$ cat config.mk
export PLATFORM = sky130hd
export DESIGN_NAME = uart_reg_bridge
export DESIGN_NICKNAME = d
export VERILOG_FILES = /design/src/rtl/uart_reg_bridge.sv
export SDC_FILE = /design/constraint.sdc
export NUM_CORES = 1
export LEC_CHECK = 0
export ABC_AREA = 1
export BUFFER_PORTS_ARGS = -buffer_cell sky130_fd_sc_hd__buf_2
export CORE_MARGIN = 4
export CORE_UTILIZATION = 51
export DETAILED_ROUTE_END_ITERATION = 8
export GPL_ROUTABILITY_DRIVEN = 1
export GPL_TIMING_DRIVEN = 0
export PLACE_DENSITY = 0.84
export SLEW_MARGIN = 5
export SYNTH_ARGS = -nofsm -noshare
export SYNTH_HDL_FRONTEND = slang
export SYNTH_SLANG_ARGS = --single-unit
$ cat constraint.sdc
create_clock -name app_clk -period 2.25 [get_ports app_clk]
set_input_delay 0.3375 -clock app_clk [delete_from_list [all_inputs] [get_ports app_clk]]
set_output_delay 0.3375 -clock app_clk [all_outputs]
set_load 0.02 [all_outputs]
$ cat src/rtl/uart_reg_bridge.sv
// uart_reg_bridge: Wishbone-classic slave to reg-bus bridge with ack timeout and sticky error capture
module uart_reg_bridge #(
  parameter int          TO_CYCLES = 255,
  parameter logic [31:0] ERR_DATA  = 32'hDEAD_DEAD
) (
  input  logic        app_clk,
  input  logic        arst_n,
  input  logic        wbs_cyc_i,
  input  logic        wbs_stb_i,
  input  logic        wbs_we_i,
  input  logic [8:0]  wbs_adr_i,
  input  logic [31:0] wbs_dat_i,
  input  logic [3:0]  wbs_sel_i,
  output logic [31:0] wbs_dat_o,
  output logic        wbs_ack_o,
  output logic        wbs_err_o,
  output logic        reg_cs,
  output logic        reg_wr,
  output logic [8:0]  reg_addr,
  output logic [31:0] reg_wdata,
  output logic [3:0]  reg_be,
  input  logic [31:0] reg_rdata,
  input  logic        reg_ack,
  input  logic        cfg_err_clr,
  output logic        err_sticky,
  output logic [8:0]  err_addr
);
  localparam int CW = (TO_CYCLES > 0) ? $clog2(TO_CYCLES + 1) : 1;
  typedef enum logic [1:0] {IDLE, REQ, RESP} state_t;
  state_t state, state_nx;
  logic [CW-1:0] cnt;
  logic aborted, start, done_ack, done_to, drop;
  // Completion decode and next state; ack beats a same-cycle expiry
  always_comb begin
    start    = (state == IDLE) && wbs_cyc_i && wbs_stb_i;
    done_ack = (state == REQ) && reg_ack;
    done_to  = (state == REQ) && !reg_ack && (TO_CYCLES != 0) && (cnt == '0);
    drop     = aborted || !wbs_cyc_i;
    state_nx = (state == RESP) ? IDLE :
               start ? REQ :
               (done_ack || done_to) ? RESP : state;
  end
  // State register
  always_ff @(posedge app_clk or negedge arst_n)
    if (!arst_n) state <= IDLE;
    else state <= state_nx;
  // Request capture, timeout counter, response and error bookkeeping
  always_ff @(posedge app_clk or negedge arst_n)
    if (!arst_n) begin
      reg_cs     <= 1'b0;
      reg_wr     <= 1'b0;
      reg_addr   <= '0;
      reg_wdata  <= '0;
      reg_be     <= '0;
      cnt        <= '0;
      aborted    <= 1'b0;
      wbs_dat_o  <= '0;
      wbs_ack_o  <= 1'b0;
      wbs_err_o  <= 1'b0;
      err_sticky <= 1'b0;
      err_addr   <= '0;
    end else begin
      wbs_ack_o <= done_ack && !drop;
      wbs_err_o <= done_to && !drop;
      if (start) begin
        reg_cs    <= 1'b1;
        reg_wr    <= wbs_we_i;
        reg_addr  <= wbs_adr_i;
        reg_wdata <= wbs_dat_i;
        reg_be    <= wbs_sel_i;
        cnt       <= CW'(TO_CYCLES);
        aborted   <= 1'b0;
      end else if (state == REQ) begin
        if (!wbs_cyc_i) aborted <= 1'b1;
        if (!reg_ack && cnt != '0) cnt <= cnt - CW'(1);
        if (done_ack || done_to) reg_cs <= 1'b0;
      end
      if (done_ack) wbs_dat_o <= reg_wr ? '0 : reg_rdata;
      else if (done_to) wbs_dat_o <= ERR_DATA;
      if (done_to) begin
        err_sticky <= 1'b1;
        err_addr   <= reg_addr;
      end else if (cfg_err_clr) err_sticky <= 1'b0;
    end
endmodule

; Yosys cells after proc, flatten, opt, wreduce, memory -nomap -nowiden
; Cells that the tools add are included.
[classes]
n_addsub = 1
eq_ne = 3
n_mux = 17
n_reduce_logical = 25
[ops]
columns = operator, n
row1 = $mux W32, 3
row2 = $mux W8, 3
row3 = $reduce_bool A2 Y1, 5
row4 = $logic_and A1 B1 Y1, 8
row5 = $logic_not A8 Y1, 1
row6 = $mux W1, 8
row7 = $reduce_bool A8 Y1, 1
row8 = $sub A8 B1 Y8 const B, 1
row9 = $mux W2, 3
row10 = $reduce_and A2 Y1, 3
row11 = $logic_not A1 Y1, 3
row12 = $reduce_bool A3 Y1, 1
row13 = $eq A2 B1 Y1 const B, 1
row14 = $eq A2 B2 Y1 const B, 1
row15 = $logic_not A2 Y1, 1
row16 = $logic_or A1 B1 Y1, 2
row17 = $ne A2 B1 Y1 const B, 1
[word_totals]
ff_bits = 102
input_bits = 84
out_inout_bits = 91
wordCells = 59

; Logic depth before layout (Yosys ltp)
; Gate-level depths: netlist (run 1).
[logic_depth]
word_depth = 7
ltp_mapped = 9
ltp_nobuf = 9

; Worst setup path after synthesis (run 1)
; OpenSTA, ideal clock, no wires.
[synth_path]
path_type = register to register
from = reg cnt[0]
to = reg err_addr[1]
setup_ns = 0.126
arrival_time_ns = 1.240
path_slack_ns = 0.884
stages_incl_launch_ff = 9
n_path_buf = 1
path_cell_list = dfrtp_1 inv_1 ha_1 nand2_1 nor2_2 nand3_2 buf_2 nand2_1 o21ai_0
[synth_via]
elab_chain_cells = 2
[synth_rtl]
columns = element, line_no
row1 = "start, declared", 31  ; logic [CW-1:0] cnt;
row2 = "start signal, assigned", 71  ; cnt <= CW'(TO_CYCLES);
row3 = "start signal, assigned", 75  ; if (!reg_ack && cnt != '0) cnt <= cnt - CW'(1);
row4 = $logic_not A8 Y1, 37  ; done_to = (state == REQ) && !reg_ack && (TO_CYCLES != 0) && (cnt == '0);
row5 = $logic_and A1 B1 Y1, 37
row6 = "end signal, assigned", 82  ; err_addr <= reg_addr;
row7 = "end, declared", 26  ; output logic [8:0] err_addr
; Every way passes these cells.
; A chain may end at the register's enable or synchronous reset.

; Worst setup path after layout (run 1)
[layout_path]
from = reg state[0]
to = reg reg_addr[8]
[layout_via]
elab_chain_cells = 3
[layout_rtl]
columns = element, line_no
row1 = "start, declared", 30  ; state_t state, state_nx;
row2 = "start signal, assigned", 46  ; else state <= state_nx;
row3 = $logic_not A2 Y1, 35  ; start = (state == IDLE) && wbs_cyc_i && wbs_stb_i;
row4 = $logic_and A1 B1 Y1 (2 in a row), 35
row5 = "end signal, assigned", 68  ; reg_addr <= wbs_adr_i;
row6 = "end, declared", 19  ; output logic [8:0] reg_addr,
; Every way passes these cells.

==> results.py, run 1 <==
metrics = {
    "synthesis": {
        "synthSimpleGateAreaFrac_pct": 28.3,
        "synth_nets": 572,
        "ys_warn_count": 0,
        "ys_types": 23,
        "synth_xor_xnor_area_share_pct": 0,
        "synthFlopType": "dfrtp_1",
        "netlist_area_sq_um": 4190,
        "avgSynthCellArea_sq_um": 8.61,
        "synth_top_family_by_area": "simple AND/OR/NAND/NOR gates",
        "synth_mux_area_share_pct": 0,
        "synth_fa_ha_area_share_pct": 0.598,
        "postSynth.asyncResetShare_pct": 100,
        "synth_compound_area_share_pct": 4.42,
        "syn_inst": 486,
        "ys_seq_elements": 102,
        "ys_seq_area_share_pct": 61.0,
        "synth_edf_count": 0,
    },
    "drt": {
        "drc": 0,
        "antenna_left": 0,
        "wl_per_cell_um": 14.1,
        "wirelength_um": 11000,
        "first_iter_violations": 147,
        "vias": 3791,
        "vias_per_cell": 4.86,
        "first_pass_iters": 4,
    },
    "worst_setup_path": {
        "path_common_cell": "inv_1",
        "max_stage_delay_ns": 0.41,
        "cp_slowest_cell": "dfrtp_1",
        "start_kind": "flip-flop",
        "worstPathArrival_ns": 1.95,
        "path_cells": "inv_1, nand4_2, inv_1, clkbuf_1, nand2_1, o21ai_0",
        "end_kind": "flip-flop",
        "critPathRequiredTime_ns": 2.53,
        "crit_family": "buffers and inverters",
        "path_buf_inv": 3,
        "worst-setup-path-type": "reg -> reg",
        "critPathMaxFanout": 10,
    },
    "placement": {
        "placed_cell_area_sq_um": 5210,
        "dp_cells": 763,
        "numPortBuffers": 174,
        "dp_slack_ns": 0.573,
        "gp_congestion": 0.895,
        "dp_hpwl_um": 8270,
    },
    "timing": {
        "drv_slew": 0,
        "finClkSkew_ns": 0.00969,
        "fin_crit_ns": 1.67,
        "maxSlewHeadroom_pct": 67.1,
        "timing.final.ws_setup_ns": 0.578,
        "fmax_mhz": 598,
        "rsz0062_at_grt": "false",
        "period_share_pct": 74.3,
        "final-setup-viol-count": 0,
        "worst_pin_slew_ns": 0.493,
        "hold_violations": 0,
    },
    "outcome": {
        "status": "complete, no violations",
    },
    "clock_tree": {
        "htreeDepth": 3,
        "cts_buffers": 9,
        "cts_tree": "done",
        "insertion_delay_ns": 0.36,
        "cts.reportedPaths.clkPinSlew_ns": 0.10,
        "clock_sinks": 102,
        "postCtsSetupBuffers": 0,
        "cts.root.buffer_cell": "clkbuf_8",
        "max-clock-path-buffers": 2,
    },
    "power": {
        "leakagePower_nw": 3.33,
        "power_mw": 3.12,
        "max-vdd-ir-drop_v": 0.000319,
        "powerDensity_nw_per_um2": 575,
    },
    "finish": {
        "num_antenna_cells": 0,
        "synthToLayoutAreaGrowth_pct": 29.6,
        "drive_gt1_share_pct": 31.7,
        "fin_nets": 759,
        "final_common_cell": "nand2_1",
        "final_util_pct": 69.1,
        "ff_latch_area_sq_um": 2550,
        "design_area_sq_um": 5420,
        "layout.cells.non_filler": 780,
        "layout_common_cells": "nand2_1 (213), buf_2 (182), dfrtp_1 (102)",
        "fill_cells": 667,
        "multiInputGateArea_sq_um": 1390,
    },
    "global_routing": {
        "overflow": 0,
        "grt_pass1_wl_um": 18300,
        "antenna_found_initial": 0,
        "grt_usage_pct": 23.4,
        "grt_pass1_vias": 3854,
        "grt_max_degree": 69,
    },
    "die": {
        "die_area_sq_um": 9720,
        "die_w_um": 98.6,
        "initial_core_util_pct": 53.3,
        "row_count": 32,
        "die_h_um": 98.6,
        "coreArea_sq_um": 7850,
        "ios": 175,
    },
    "hold_path": {
        "hold_path.class": "in -> reg",
    },
    "flow_run": {
        "max-cap-violations": 0,
    },
}
-- what timing repair did --
action / CTS / global route
hold buffers: 1 / 0
hold endpoints to repair: 34 / 0
gates resized for setup: 0 / 0
-- worst reg2reg max path: cells and delay by family (launching register included) --
family	cells	cell delay, ns
buffers and inverters	3	0.69
AOI/OAI and AO/OA	1	0.10
DFF	1	0.41
and+or+nand+nor	2	0.39
-- final timing paths --
check                          endpoint    startpoint  slack [ns]  depth (start not counted)
min in group asynchronous     reg_be[3]        arst_n        0.48                          2
max in group asynchronous   err_addr[3]        arst_n        1.10                          3
min                        reg_wdata[0]  wbs_dat_i[0]        0.16                          3
min reg2reg                   reg_be[3]     reg_be[3]        0.49                          2
max                         reg_addr[8]      state[0]        0.58                          6
max reg2reg                 reg_addr[8]      state[0]        0.58                          6
-- through the flow --
stage,hold slack (ns),TNS [ns]
2_1_floorplan,0.0419,0
3_3_place_gp,0.458,-21.76
3_5_place_dp,0.328,0
4_1_cts,0.152,0
5_1_grt,0.151,0
6_report,0.165,0
-- state kept, by name, summed over array words and instances (netlist names), 2 cells and up --
signal / count
cnt: 8
reg_addr: 9
reg_be: 4
wbs_dat_o: 32
state: 2
reg_wdata: 32
err_addr: 9
-- metal layers --
metal	part of all wire [%]	GRT usage [%]	up-vias
met5	0	0	-
met4	1.8	7.67	0
met3	9.1	6.58	18
met2	49	39.4	148
met1	40	29.3	1755
li1	-	-	1870
-- kinds of logic (layout without fill, tap and decap cells) --
| family | count (synthesis) | in the layout |
|---|---|---|
| AOI/OAI and AO/OA | 37 | 37 |
| buffers and inverters | 56 | 248 |
| adders and majority gates | 2 | 2 |
| DFF | 102 | 102 |
| and+or+nand+nor | 289 | 289 |
-- final cells by class --
class / instances / share of cell area [%]
buffer: 22 / 2.08
clock buffer: 12 / 2.68
sequential: 102 / 47.1
timing repair buffer: 176 / 16.8
inverter: 34 / 2.35
tap: 102 / 2.35
clock inverter: 4 / 1.01
multi-input combinational: 328 / 25.7
-- power breakdown --
group	internal [mW]	switching (mW)	total, mW
clock network	0.553	0.619	1.17
registers	1.83	0.0000000000000000184	1.83
logic	0.0562	0.0570	0.113
-- cell usage after synthesis, types with 2 or more instances --
master	number	area share, %
a21oi_1	15	1.8
buf_2	9	1.1
buf_4	3	0.54
clkbuf_1	8	0.72
dfrtp_1	102	61
ha_1	2	0.60
inv_1	32	2.9
inv_2	2	0.18
nand2_1	213	19
nand2_2	3	0.45
nand3_1	29	3.5
nand3_2	2	0.48
nand4_1	2	0.30
nor2_1	34	3.0
nor2_4	2	0.54
o21ai_0	20	2.4
o21ai_1	2	0.24
Power figures use the tool's default switching activity.
==> run 2, diff against run 1 <==
ABC_AREA = 0   (was 1)
CORE_UTILIZATION = 47   (was 51)
PLACE_DENSITY = 0.79   (was 0.84)
clock period = 1.6 ns   (was 2.25 ns; I/O delays follow)
==> run 2 against run 1 <==
Compared with the run above: the flow now finishes with violations (negative setup slack); non-clock buffer count grew 16; cell area rose by 4.2%; worst setup slack worse by 0.68 ns; core utilization is 1.0 points lower; synthesized cell count is 16% lower; largest cell class unchanged; final cell count shrank 7.4%; first-iteration DRC count decreased by 22%; combinational power grew to 40 times the previous value; clock power rose by 38%; clock-buffer cell count is 2 lower; clock skew about the same; highest routed layer unchanged; worst hold slack got worse by 0.11 ns.
==> results.py, run 2 <==
metrics = {
    "outcome": {
        "status": "finished with violations",
        "violations": "negative setup slack",
    },
    "worst_setup_path": {
        "critPathMaxFanout": 5,
        "start_kind": "flip-flop",
        "reg2reg_depth": 7,
        "critPathRequiredTime_ns": 1.84,
        "cp_slowest_cell": "dfrtp_1",
        "path_cells": "inv_2, ha_4, nor3b_4, nand3_4, and2_4, buf_8, a22o_1",
        "worst-setup-path-type": "reg -> reg",
        "worstPathArrival_ns": 1.94,
        "max_stage_delay_ns": 0.40,
        "end_kind": "flip-flop",
    },
    "finish": {
        "layout_common_cells": "buf_2 (176), nand2_1 (169), dfrtp_1 (97)",
        "fill_cells": 665,
        "final_common_cell": "buf_2",
        "final_util_pct": 68.1,
        "ff_latch_area_sq_um": 2560,
        "num_antenna_cells": 0,
        "reg_top3": "reg_wdata (32), wbs_dat_o (32)",
        "design_area_sq_um": 5650,
        "fin_nets": 698,
        "drive_gt1_share_pct": 41.3,
        "layout.cells.non_filler": 722,
        "synthToLayoutAreaGrowth_pct": 39.2,
        "multiInputGateArea_sq_um": 1540,
    },
    "global_routing": {
        "overflow": 0,
        "grt_usage_pct": 21.8,
        "grt_pass1_vias": 3758,
        "grt_max_degree": 59,
        "antenna_found_initial": 0,
        "grt_pass1_wl_um": 17600,
    },
    "timing": {
        "finClkSkew_ns": 0.00993,
        "timing.final.ws_setup_ns": -0.103,
        "fmax_mhz": 587,
        "hold_violations": 0,
        "rsz0062_at_grt": "true",
        "fin_crit_ns": 1.70,
        "worst_pin_slew_ns": 0.584,
        "final-setup-viol-count": 31,
        "period_share_pct": 106,
        "tns_ns": -1.41,
        "drv_slew": 0,
        "maxSlewHeadroom_pct": 61.1,
    },
    "drt": {
        "first_pass_iters": 4,
        "antenna_left": 0,
        "vias_per_cell": 5.01,
        "wl_per_cell_um": 14.8,
        "wirelength_um": 10700,
        "vias": 3617,
        "first_iter_violations": 114,
        "drc": 0,
    },
    "synthesis": {
        "synth_top_family_by_area": "simple AND/OR/NAND/NOR gates",
        "ys_seq_area_share_pct": 62.9,
        "synth_compound_area_share_pct": 9.40,
        "netlist_area_sq_um": 4060,
        "ys_seq_elements": 102,
        "ys_warn_count": 0,
        "synth_nets": 493,
        "synth_top_cell_area_share_pct": 62.9,
        "synth.most_common_cell": "nand2_1",
        "syn_inst": 407,
        "synthFlopType": "dfrtp_1",
        "synth_fa_ha_area_share_pct": 0.616,
        "synth_common_cells": "nand2_1 (170), dfrtp_1 (102), clkbuf_1 (18)",
        "yosys.area.top_type": "dfrtp_1",
        "synth_xor_xnor_area_share_pct": 0.431,
        "synthSimpleGateAreaFrac_pct": 24.1,
        "synthTopCellsByArea": "dfrtp_1 (63%), nand2_1 (16%), o22a_1 (3.5%)",
        "avgSynthCellArea_sq_um": 9.98,
        "synth_mux_area_share_pct": 0.247,
        "synth_edf_count": 0,
        "ys_types": 35,
        "postSynth.asyncResetShare_pct": 100,
    },
    "clock_tree": {
        "clock_sinks": 102,
        "cts_buffers": 9,
        "cts.root.buffer_cell": "clkbuf_8",
        "max-clock-path-buffers": 2,
        "cts_tree": "done",
        "htreeDepth": 3,
        "insertion_delay_ns": 0.35,
        "cts.reportedPaths.clkPinSlew_ns": 0.10,
    },
    "power": {
        "powerDensity_nw_per_um2": 1830,
        "leakagePower_nw": 3.07,
        "max-vdd-ir-drop_v": 0.000994,
    },
    "placement": {
        "placed_cell_area_sq_um": 5120,
        "dp_hpwl_um": 7760,
        "dp_cells": 687,
        "dp_slack_ns": -0.256,
        "gp_congestion": 0.820,
        "numPortBuffers": 174,
    },
    "die": {
        "die_h_um": 101,
        "row_count": 33,
        "die_w_um": 101,
        "coreArea_sq_um": 8300,
        "ios": 175,
        "initial_core_util_pct": 48.9,
        "die_area_sq_um": 10200,
    },
    "hold_path": {
        "hold_path.class": "in -> reg",
        "min_delay_path_depth": 2,
    },
    "flow_run": {
        "max-cap-violations": 0,
    },
}
[run 2: cell types whose count changed after synthesis, sizes merged, moves of 11 or more]
cell and change:
nor2b +16, nand2 -47, nor2 -28, nand3 -27, a21oi -13, buf -11, o22a +16, inv -31
[run 2: area by class of cell]
cell class | count | share of cell area (%)
flip-flops and latches | 102 | 45.3
multi-input cells | 282 | 27.3
repair buffers | 195 | 19.0
plain buffers | 19 | 2.41
well taps | 105 | 2.32
clock buffers | 10 | 2.26
clock inverters | 6 | 1.24
inverters | 3 | 0.199
[run 2: final timing paths]
kind                       slack, ns         start            end
max                            -0.10        cnt[1]  wbs_dat_o[24]
min                             0.06   cfg_err_clr     err_sticky
max reg2reg                    -0.10        cnt[1]  wbs_dat_o[24]
min reg2reg                     0.48  reg_wdata[3]   reg_wdata[3]
max in group asynchronous       0.48        arst_n       state[1]
min in group asynchronous       0.42        arst_n   reg_wdata[0]
[run 2: kinds of logic after synthesis]
kind of cell | after synthesis
XOR/XNOR | 2
AO/OA/AOI/OAI | 52
adder cells (fa/ha/maj) | 2
multiplexers | 1
flip-flops | 102
buffers and inverters | 24
AND/OR/NAND/NOR | 224
[run 2: per-layer routing]
metal | routed length (um) | track usage [%] | vias up
met2 | 5260 | 36.6 | 149
met1 | 4380 | 27.8 | 1720
met5 | 0 | 0 | -
met4 | 145 | 6.65 | 0
li1 | - | - | 1736
met3 | 936 | 5.61 | 12
[run 2: power by group]
group	leakage (nW)	internal, mW	switching, mW
Combinational	1.72	1.78	2.72
Sequential	1.25	3.60	0.647
Clock	0.101	0.739	0.871
Total	3.07	6.12	4.24
[run 2: through the flow]
step / power, mW / hold slack [ns]
after floorplan: 6.81 / -0.0556
after global placement: 8.24 / 0.429
after detailed placement: 8.41 / 0.276
after CTS: 10.3 / 0.0421
after global routing: 11.1 / 0.0617
final: 10.4 / 0.0559
[run 2: critical path, delay by kind of cell (launching register included)]
kind                       cells  cell delay [ns]
adders and majority gates      1             0.13
and+or+nand+nor                3             0.62
buffers and inverters          2             0.21
AOI/OAI and AO/OA              1             0.23
DFF                            1             0.40
[run 2: timing repair]
action,4_1_cts,5_1_grt
pin swaps,19,5
endpoints found under the hold margin,44,0
hold buffers,1,0
gates cloned,2,0
endpoints found under the setup margin,93,90
resized for setup,39,39
setup buffers,14,4
